--- src/rtl/pong_pkg.sv ---
// pong_pkg: shared state encoding and datapath widths for the pong game-flow logic.
package pong_pkg;
    localparam int SPEED_W = 4;
    localparam int SCORE_W = 8;
    localparam int LIVES_W = 2;
    typedef enum logic [2:0] {
        ST_IDLE,
        ST_SERVE,
        ST_PLAY,
        ST_PAUSED,
        ST_MISS,
        ST_OVER
    } state_t;
endpackage

--- src/rtl/edge_pulse.sv ---
// edge_pulse: registers a level and emits a one-cycle rise (FALL=0) or fall (FALL=1) pulse.
module edge_pulse #(
    parameter bit FALL = 1'b0
) (
    input  logic i_clk,
    input  logic i_rst,
    input  logic i_d,
    output logic o_pulse
);
    logic r_q, r_p;
    // Reset loads both stages with the live input so no edge is seen right after reset.
    always_ff @(posedge i_clk) begin
        if (i_rst) begin
            r_q <= i_d;
            r_p <= i_d;
        end else begin
            r_q <= i_d;
            r_p <= r_q;
        end
    end
    assign o_pulse = FALL ? (r_p & ~r_q) : (r_q & ~r_p);
endmodule

--- src/rtl/pong_sequencer.sv ---
// pong_sequencer: game-flow FSM turning start/hit/miss and vsync into serve, speed, score and lives.
// Define PONG_PAUSE_EN to add the PAUSED state toggled by the start button during play.
module pong_sequencer
    import pong_pkg::*;
#(
    parameter int LIVES            = 3,
    parameter int HITS_PER_SPEEDUP = 4,
    parameter int SERVE_FRAMES     = 60,
    parameter int MISS_FRAMES      = 30
) (
    input  logic               vclock,
    input  logic               reset,
    input  logic               vsync,
    input  logic               start,
    input  logic               hit,
    input  logic               miss,
    input  logic [SPEED_W-1:0] base_speed,
    output logic               ball_run,
    output logic               serve,
    output logic [SPEED_W-1:0] speed,
    output logic [SCORE_W-1:0] score,
    output logic [LIVES_W-1:0] lives,
    output logic               game_over,
    output logic               frame_tick
);
    logic w_start_ev, w_vs_fall;
    logic [3:0] w_hits_nx;
    logic w_speedup;
    state_t r_state;
    logic [7:0] r_cnt;
    logic [3:0] r_hits;
    logic r_ball_run, r_serve, r_game_over, r_frame_tick;
    logic [SPEED_W-1:0] r_speed;
    logic [SCORE_W-1:0] r_score;
    logic [LIVES_W-1:0] r_lives;

    edge_pulse #(.FALL(1'b0)) u_start (.i_clk(vclock), .i_rst(reset), .i_d(start), .o_pulse(w_start_ev));
    edge_pulse #(.FALL(1'b1)) u_vsync (.i_clk(vclock), .i_rst(reset), .i_d(vsync), .o_pulse(w_vs_fall));

    assign w_hits_nx = r_hits + 4'd1;
    assign w_speedup = w_hits_nx == 4'(HITS_PER_SPEEDUP);

    always_ff @(posedge vclock) begin
        if (reset) begin
            r_state      <= ST_IDLE;
            r_cnt        <= '0;
            r_hits       <= '0;
            r_ball_run   <= 1'b0;
            r_serve      <= 1'b0;
            r_speed      <= '0;
            r_score      <= '0;
            r_lives      <= LIVES_W'(LIVES);
            r_game_over  <= 1'b0;
            r_frame_tick <= 1'b0;
        end else begin
            r_frame_tick <= w_vs_fall;
            r_serve      <= 1'b0;
            case (r_state)
                ST_IDLE, ST_OVER:
                    if (w_start_ev) begin
                        r_score     <= '0;
                        r_lives     <= LIVES_W'(LIVES);
                        r_cnt       <= 8'(SERVE_FRAMES);
                        r_game_over <= 1'b0;
                        r_state     <= ST_SERVE;
                    end
                ST_SERVE:
                    if (r_frame_tick) begin
                        if (r_cnt == 8'd1) begin
                            r_serve    <= 1'b1;
                            r_speed    <= base_speed;
                            r_hits     <= '0;
                            r_ball_run <= 1'b1;
                            r_state    <= ST_PLAY;
                        end else
                            r_cnt <= r_cnt - 8'd1;
                    end
                // A miss wins over a simultaneous hit; the hit is dropped.
                ST_PLAY:
                    if (miss) begin
                        r_lives    <= r_lives - 2'd1;
                        r_ball_run <= 1'b0;
                        if (r_lives == 2'd1) begin
                            r_game_over <= 1'b1;
                            r_state     <= ST_OVER;
                        end else begin
                            r_cnt   <= 8'(MISS_FRAMES);
                            r_state <= ST_MISS;
                        end
                    end else if (hit) begin
                        r_score <= (r_score == '1) ? r_score : r_score + 8'd1;
                        r_hits  <= w_speedup ? 4'd0 : w_hits_nx;
                        if (w_speedup && r_speed != '1)
                            r_speed <= r_speed + 4'd1;
                    end
`ifdef PONG_PAUSE_EN
                    else if (w_start_ev) begin
                        r_ball_run <= 1'b0;
                        r_state    <= ST_PAUSED;
                    end
                ST_PAUSED:
                    if (w_start_ev) begin
                        r_ball_run <= 1'b1;
                        r_state    <= ST_PLAY;
                    end
`endif
                ST_MISS:
                    if (r_frame_tick) begin
                        if (r_cnt == 8'd1) begin
                            r_cnt   <= 8'(SERVE_FRAMES);
                            r_state <= ST_SERVE;
                        end else
                            r_cnt <= r_cnt - 8'd1;
                    end
                default: r_state <= ST_IDLE;
            endcase
        end
    end

    assign ball_run   = r_ball_run;
    assign serve      = r_serve;
    assign speed      = r_speed;
    assign score      = r_score;
    assign lives      = r_lives;
    assign game_over  = r_game_over;
    assign frame_tick = r_frame_tick;
endmodule

--- config.mk ---
export PLATFORM = sky130hd
export DESIGN_NAME = pong_sequencer
export DESIGN_NICKNAME = d
export VERILOG_FILES = /design/src/rtl/pong_pkg.sv /design/src/rtl/edge_pulse.sv /design/src/rtl/pong_sequencer.sv
export SDC_FILE = /design/constraint.sdc
export NUM_CORES = 1
export LEC_CHECK = 0
export CAP_MARGIN = 20
export CORE_UTILIZATION = 30
export DETAILED_ROUTE_END_ITERATION = 10
export PLACE_DENSITY_LB_ADDON = 0.08
export SYNTH_ARGS = -nofsm -noshare
export SYNTH_HDL_FRONTEND = slang
export SYNTH_SLANG_ARGS = --single-unit
--- constraint.sdc ---
create_clock -name vclock -period 2.9 [get_ports vclock]
set_clock_uncertainty 0.1 [all_clocks]
set_input_delay 0.87 -clock vclock [delete_from_list [all_inputs] [get_ports vclock]]
set_output_delay 0.87 -clock vclock [all_outputs]
set_load 0.01 [all_outputs]
==> results of run 1 <==
## cells by family (layout without fill, tap and decap cells)
logic type	after synthesis	in the layout
xor+xnor	6	6
buf+inv	21	55
simple gates	103	103
compound gates	75	75
flops	37	37
mux	3	3
fa+ha+maj	7	7
## final cells by class
cell class,instances,share of cell area
timing repair buffer,38,0.135
inverter,9,0.0129
clock inverter,2,0.0144
sequential,37,0.284
multi-input combinational,194,0.483
tap,80,0.0384
clock buffer,6,0.0317
## registers in the layout, summed over array words and instances, names as in the netlist, 2 cells and up
| register | flops |
|---|---|
| r_cnt | 8 |
| r_state | 3 |
| lives | 2 |
| r_hits | 4 |
| speed | 4 |
| score | 8 |
## how the worst max path moves through the flow
stage | end | cells after the start | startpoint
2_1_floorplan | speed[0]$_SDFFE_PP0P_ | 6 | hit
3_3_place_gp | speed[0]$_SDFFE_PP0P_ | 6 | miss
3_5_place_dp | score[5]$_SDFFE_PP0P_ | 6 | miss
4_1_cts | frame_tick | 1 | frame_tick$_SDFF_PP0_
5_1_grt | frame_tick | 1 | frame_tick$_SDFF_PP0_
6_report | frame_tick | 1 | frame_tick$_SDFF_PP0_
## per-layer routing
| metal | share of wire | wire, um | global-route usage |
|---|---|---|---|
| met4 | 0.0046 | 25 | 0.0318 |
| met2 | 0.42 | 2280 | 0.236 |
| met1 | 0.54 | 2960 | 0.240 |
| met3 | 0.034 | 183 | 0.0298 |
| met5 | 0 | 0 | 0 |
## worst reg2reg max path: stages, from the launching register on
cell and delay [ns]:
dfxtp_1 0.37, ha_1 0.27, nand3b_1 0.16, o31ai_1 0.42, a21oi_1 0.26, or2_4 0.30, o32ai_2 0.24
## per-stage QoR
stage                     hold WS (ns)  setup slack [ns]  std cells
after floorplan                  0.292             0.769        252
after global placement           0.312             0.275        358
after CTS                        0.329             0.485        366
after global routing             0.357             0.404        366
after detailed placement         0.317             0.269        358
final                            0.331             0.507        366
## synth_stat cells (all sizes together) (4+ instances only)
cell type	n
a211oi	8
a21oi	18
and3	5
buf	5
clkbuf	7
dfxtp	37
ha	7
inv	9
nand2	19
nand3	9
nand3b	4
nor2	22
nor3	11
nor3b	8
o21ai	18
or2	4
or3	5
## placed cells by master, fill, tap and decap left out, types with 3 or more instances in the layout
master and instances:
a211oi_1 7, a21o_1 3, a21oi_1 18, a31oi_1 3, and3_1 5, buf_4 11, clkbuf_8 6, clkdlybuf4s50_1 27
dfxtp_1 37, ha_1 7, inv_1 9, nand2_1 19, nand3_1 9, nand3b_1 4, nand4_1 3, nor2_1 22
nor2b_1 3, nor3_1 11, nor3b_1 6, o21ai_0 17, o221a_2 3, o22ai_1 3, o31ai_1 3, or3_1 5
xnor2_1 3, xor2_1 3
## power breakdown
part / switching (mW) / total (mW) / internal [mW]
sequential: 0.0418 / 0.582 / 0.540
combinational: 0.195 / 0.345 / 0.150
clock: 0.194 / 0.474 / 0.280
==> tab_implementation.tex, run 1 <==
\begin{tabular}{lr}
\hline
Metric & Value \\
\hline
\multicolumn{2}{l}{\textbf{Place}} \\
\quad Final weighted congestion in routability-driven placement & 0.765 \\
\quad DP Wirelength & 3900 um \\
\quad Area post-placement & 2490 um\^{}2 \\
\quad Number of port buffers & 27 \\
\multicolumn{2}{l}{\textbf{Synth}} \\
\quad Mean cell area of the mapped netlist & 8.33 um\^{}2 \\
\quad Synth top area cells & dfxtp\_1, a21oi\_1, ha\_1 \\
\quad Seq/Total Area, Yosys & 0.353 \\
\quad Dominant combinational cell family by area after synthesis & simple AND/OR/NAND/NOR gates \\
\quad Net count of the mapped netlist & 269 \\
\quad Count of yosys warnings during synthesis & 0 \\
\quad Simple logic cell fraction of the synthesized area & 0.277 \\
\quad Xor/xnor cell area share of the yosys netlist & 0.0250 \\
\quad Fraction of the mapped netlist area in compound gates & 0.242 \\
\quad Share of flip-flops with an asynchronous set or reset & 0 \\
\quad Flop and latch count out of synthesis & 37 \\
\quad Mux cell area share after synthesis & 0.0155 \\
\quad Cells after Synth & 252 \\
\quad Primary FF master, synth & dfxtp\_1 \\
\quad Number of flops mapped to enable cells by yosys & 0 \\
\quad Adder-cell area share of the yosys netlist & 0.0417 \\
\quad Summed instance area of the synthesized netlist & 2100 um\^{}2 \\
\quad Top cell type's share of synthesized area & 0.353 \\
\quad Cell type with the largest total area after synthesis & dfxtp\_1 \\
\quad Library cells used by synthesis & 57 \\
\multicolumn{2}{l}{\textbf{Detailed routing}} \\
\quad Average wire per cell in the routed design & 14.9 um \\
\quad Routed vias & 1993 \\
\quad First-pass detailed-route iteration total & 4 \\
\quad Number of nets with antenna violations after routing & 0 \\
\quad DR DRC count & 0 \\
\quad Detailed Route Iter0 Violations & 94 \\
\quad DRT Wirelength & 5450 um \\
\quad Routed via count divided by cell count & 5.45 \\
\multicolumn{2}{l}{\textbf{Clocking}} \\
\quad Clock sinks & 37 \\
\quad Number of levels the H-tree was split into & 2 \\
\quad CTS Root Cell & clkbuf\_8 \\
\quad TritonCTS Buffers & 5 \\
\quad Count of hold-fix buffers inserted at cts & 0 \\
\quad Post-cts resize count & 0 \\
\quad Source-to-sink clock delay at the later pin of the worst-skew pair & 0.29 ns \\
\quad Setup bufs post-CTS & 0 \\
\quad Maximum buffer depth of the clock tree & 2 \\
\quad Clock transition at path regs & 0.08 ns \\
\quad CTS tree & yes \\
\multicolumn{2}{l}{\textbf{Power}} \\
\quad Sum of internal, switching and leakage power & 1.40 mW \\
\quad Power per cell area & 537 nW/um\^{}2 \\
\quad Highest ir drop seen on vdd & 220 uV \\
\quad Lkg Pwr & 0.941 nW \\
\multicolumn{2}{l}{\textbf{STA}} \\
\quad Maximum operating frequency & 0.418 GHz \\
\quad Headroom to the max-slew limit & 0.657 \\
\quad Setup-failing EPs final & 0 \\
\quad Max Transition Viols Final & 0 \\
\quad Number of endpoints with negative hold slack in the final report & 0 \\
\quad Setup repair after global routing missed its margin & no \\
\quad Post-layout minimum cycle time & 2.39 ns \\
\quad Slew at the pin closest to its max-slew limit & 0.513 ns \\
\quad Setup TNS & 0 ns \\
\quad Final period util & 0.825 \\
\multicolumn{2}{l}{\textbf{Worst setup path}} \\
\quad Kind of capture point of the worst setup path & primary output \\
\quad Slowest stage cell on the critical path & clkdlybuf4s50\_1 \\
\quad Nature of the critical path startpoint & flop \\
\quad Worst r2r dst & speed[3]\$\_SDFFE\_PP0P\_ \\
\quad Longest individual stage delay on the worst path & 0.60 ns \\
\quad Cell family with the largest share of critical-path delay & buffers and inverters \\
\quad Depth of the worst register-to-register path & 6 \\
\quad Top fanout value on the critical path & 10 \\
\quad List of cells traversed by the critical path & clkdlybuf4s50\_1 \\
\quad Buf/Inv on CP & 1 \\
\quad Critical path data arrival time & 1.42 ns \\
\quad Critical Path RT & 1.93 ns \\
\quad Category of the most critical setup path & reg2out \\
\quad Reg-to-reg startpoint & r\_hits[0]\$\_SDFFE\_PP0P\_ \\
\quad Flop2flop setup slack & 0.70 ns \\
\multicolumn{2}{l}{\textbf{Finish}} \\
\quad Util after Layout & 0.386 \\
\quad Layout fillers & 695 \\
\quad Area occupied by multi-input gates & 1260 um\^{}2 \\
\quad Layout area overhead & 24.3\% \\
\quad Final Instance Area & 2610 um\^{}2 \\
\quad Fraction of layout cells with a size suffix above 1 & 0.119 \\
\quad Number of antenna cells inserted & 0 \\
\quad Area taken by flip-flops and latches & 741 um\^{}2 \\
\quad Net total in the final layout & 302 \\
\multicolumn{2}{l}{\textbf{Global route}} \\
\quad Initial antenna violation count & 0 \\
\quad Maximum number of pins on one net before global-route repair & 24 \\
\quad Vias in the first global route & 1810 \\
\quad GRT overflow & 0 \\
\quad First-pass GRT wire length & 9270 um \\
\quad Global routing usage summed across all routing layers & 0.159 \\
\multicolumn{2}{l}{\textbf{Die}} \\
\quad IO Pins & 28 \\
\quad Core area & 6760 um\^{}2 \\
\quad Die Y-Extent & 85.6 um \\
\quad Starting Density & 0.311 \\
\quad Number of placement rows & 30 \\
\quad Die outline area & 7330 um\^{}2 \\
\quad Horizontal die dimension & 85.6 um \\
\multicolumn{2}{l}{\textbf{Min path}} \\
\quad Beginning of the worst hold path & u\_vsync.r\_q\$\_DFF\_P\_ \\
\quad Hold path endpoint & frame\_tick\$\_SDFF\_PP0\_ \\
\quad Count of cells along the worst hold path & 1 \\
\quad Hold WC Path Type & reg2reg \\
\multicolumn{2}{l}{\textbf{Run status}} \\
\quad Status & finished, final reports clean \\
\multicolumn{2}{l}{\textbf{Job}} \\
\quad Max cap viols & 0 \\
\hline
\end{tabular}
(Power assumes the default switching activity.)
==> run 2: changes to the inputs <==
==> constraint.sdc (replaced) <==
create_clock -name vclock -period 2.48 [get_ports vclock]
set_clock_uncertainty 0.1 [all_clocks]
set_input_delay 0.744 -clock vclock [delete_from_list [all_inputs] [get_ports vclock]]
set_output_delay 0.744 -clock vclock [all_outputs]
set_load 0.01 [all_outputs]
==> tab_implementation.tex, run 2 (synthesis results as in run 1) <==
\begin{tabular}{lr}
\hline
Metric & Value \\
\hline
\multicolumn{2}{l}{\textbf{Run status}} \\
\quad Status & finished, final reports clean \\
\multicolumn{2}{l}{\textbf{Finish}} \\
\quad Layout area overhead & 24.7\% \\
\quad Net total in the final layout & 308 (+2.0\%) \\
\quad Most frequent cells in the layout & dfxtp\_1, clkdlybuf4s50\_1, nor2\_1 \\
\quad Post-layout instance count excluding filler cells & 372 (+1.6\%) \\
\quad Final Instance Area & 2620 um\^{}2 (+0.29\%) \\
\quad Commonest non-fill, non-tap cell in the layout & dfxtp\_1 \\
\quad Fraction of layout cells with a size suffix above 1 & 0.134 (+0.0147) \\
\quad Layout fillers & 709 (+2.0\%) \\
\quad Number of antenna cells inserted & 0 (unchanged) \\
\quad Util after Layout & 0.387 (+0.00111) \\
\multicolumn{2}{l}{\textbf{Power}} \\
\quad Highest ir drop seen on vdd & 179 uV (-19\%) \\
\quad Power per cell area & 565 nW/um\^{}2 (+5.3\%) \\
\quad Sum of internal, switching and leakage power & 1.48 mW (+5.6\%) \\
\quad Lkg Pwr & 0.958 nW (+1.8\%) \\
\multicolumn{2}{l}{\textbf{Place}} \\
\quad DP Cell Count & 364 (+1.7\%) \\
\quad Area post-placement & 2530 um\^{}2 (+1.8\%) \\
\quad Final weighted congestion in routability-driven placement & 0.782 (+2.1\%) \\
\quad DP Wirelength & 4010 um (+2.9\%) \\
\quad Post-placement worst setup slack & 0.0218 ns (-0.247 ns) \\
\quad Number of port buffers & 27 (unchanged) \\
\multicolumn{2}{l}{\textbf{Die}} \\
\quad Horizontal die dimension & 85.6 um (unchanged) \\
\quad Die outline area & 7330 um\^{}2 (unchanged) \\
\quad Core area & 6760 um\^{}2 (unchanged) \\
\quad Number of placement rows & 30 (unchanged) \\
\quad IO Pins & 28 (unchanged) \\
\quad Starting Density & 0.311 (unchanged) \\
\quad Die Y-Extent & 85.6 um (unchanged) \\
\multicolumn{2}{l}{\textbf{Clocking}} \\
\quad CTS Root Cell & clkbuf\_8 \\
\quad Number of levels the H-tree was split into & 2 (unchanged) \\
\quad Clock sinks & 37 (unchanged) \\
\quad Count of hold-fix buffers inserted at cts & 0 (unchanged) \\
\quad Source-to-sink clock delay at the later pin of the worst-skew pair & 0.29 ns (about the same) \\
\quad Post-cts resize count & 0 (unchanged) \\
\quad Clock transition at path regs & 0.08 ns (about the same) \\
\quad CTS tree & yes \\
\quad Setup bufs post-CTS & 0 (unchanged) \\
\quad Maximum buffer depth of the clock tree & 2 (unchanged) \\
\quad TritonCTS Buffers & 5 (unchanged) \\
\multicolumn{2}{l}{\textbf{Worst setup path}} \\
\quad Crit. Startpoint & r\_hits[0]\$\_SDFFE\_PP0P\_ \\
\quad Reg-to-reg startpoint & r\_hits[0]\$\_SDFFE\_PP0P\_ \\
\quad Critical path data arrival time & 2.29 ns (+0.87 ns) \\
\quad Kind of capture point of the worst setup path & flop \\
\quad Nature of the critical path startpoint & flop \\
\quad Top fanout value on the critical path & 7 (-3) \\
\quad Category of the most critical setup path & reg2reg \\
\quad Critical Path RT & 2.57 ns (+0.64 ns) \\
\multicolumn{2}{l}{\textbf{STA}} \\
\quad Final period util & 0.889 \\
\quad Setup TNS & 0 ns (unchanged) \\
\quad Number of endpoints with negative hold slack in the final report & 0 (unchanged) \\
\quad Worst hold slack after final layout & 0.319 ns (-0.0120 ns) \\
\quad Maximum operating frequency & 0.454 GHz \\
\quad Setup slack after layout & 0.275 ns (-0.232 ns) \\
\quad Setup-failing EPs final & 0 (unchanged) \\
\quad Headroom to the max-slew limit & 0.468 (-0.189) \\
\quad Setup repair after global routing missed its margin & no \\
\quad Max Transition Viols Final & 0 (unchanged) \\
\quad Slew at the pin closest to its max-slew limit & 0.778 ns (+0.265 ns) \\
\quad Post-layout minimum cycle time & 2.20 ns \\
\multicolumn{2}{l}{\textbf{Global route}} \\
\quad Initial antenna violation count & 0 (unchanged) \\
\quad Global routing usage summed across all routing layers & 0.159 (-0.000440) \\
\quad First-pass GRT wire length & 9290 um (+0.23\%) \\
\quad Vias in the first global route & 1826 (+0.88\%) \\
\quad Maximum number of pins on one net before global-route repair & 24 (unchanged) \\
\quad GRT overflow & 0 (unchanged) \\
\multicolumn{2}{l}{\textbf{Detailed routing}} \\
\quad DR DRC count & 0 (unchanged) \\
\quad Detailed Route Iter0 Violations & 89 (-5.3\%) \\
\quad Average wire per cell in the routed design & 14.7 um (-1.3\%) \\
\quad Routed vias & 2011 (+0.90\%) \\
\quad DRT Wirelength & 5470 um (+0.37\%) \\
\quad Number of nets with antenna violations after routing & 0 (unchanged) \\
\quad First-pass detailed-route iteration total & 4 (unchanged) \\
\quad Routed via count divided by cell count & 5.41 (-0.72\%) \\
\multicolumn{2}{l}{\textbf{Min path}} \\
\quad Beginning of the worst hold path & u\_vsync.r\_q\$\_DFF\_P\_ \\
\quad Hold WC Path Type & reg2reg \\
\multicolumn{2}{l}{\textbf{Job}} \\
\quad Max cap viols & 0 (unchanged) \\
\hline
\end{tabular}
==> run 2: cell types whose count changed in the layout (fill, tap and decap cells not counted) <==
| cell | change |
|---|---|
| bufinv_16 | -1 |
| clkbuf_8 | -1 |
| clkinvlp_4 | -1 |
| clkinv_2 | +2 |
| buf_4 | +6 |
| clkbuf_1 | +1 |
==> run 2: final timing paths <==
kind / cells past startpoint / slack [ns] / to
worst min-delay path: 1 / 0.32 / frame_tick$_SDFF_PP0_
worst min register to register: 1 / 0.32 / frame_tick$_SDFF_PP0_
worst max register to register: 6 / 0.28 / speed[0]$_SDFFE_PP0P_
worst max-delay path: 6 / 0.28 / speed[0]$_SDFFE_PP0P_
==> run 2: worst max-delay path, cell delays in order, from the launching register on <==
cell      delay [ns]
dfxtp_1         0.37
ha_1            0.27
nand3b_1        0.17
o31ai_1         0.42
a21oi_1         0.26
or2_4           0.29
o221a_2         0.22
==> run 2: cell type report <==
| type | count | area [um^2] | share of cell area |
|---|---|---|---|
| clock buffers | 6 | 72.6 | 0.0277 |
| clock inverters | 2 | 10.0 | 0.00383 |
| inverters | 9 | 33.8 | 0.0129 |
| multi-input cells | 194 | 1260 | 0.482 |
| flip-flops and latches | 37 | 741 | 0.283 |
| well taps | 80 | 100 | 0.0383 |
| repair buffers | 44 | 398 | 0.152 |
==> run 2: layer usage <==
| metal | share of wire | global-route usage | up-vias |
|---|---|---|---|
| met5 | 0 | 0 | - |
| met4 | 0.0057 | 0.0409 | 0 |
| met3 | 0.040 | 0.0366 | 2 |
| met2 | 0.43 | 0.233 | 48 |
| met1 | 0.52 | 0.233 | 943 |
| li1 | - | - | 1018 |
==> run 2: power by group <==
group	internal [mW]	switching [mW]	total, mW
logic	0.170	0.209	0.378
registers	0.632	0.0592	0.691
clock network	0.195	0.215	0.410
total	0.996	0.483	1.48
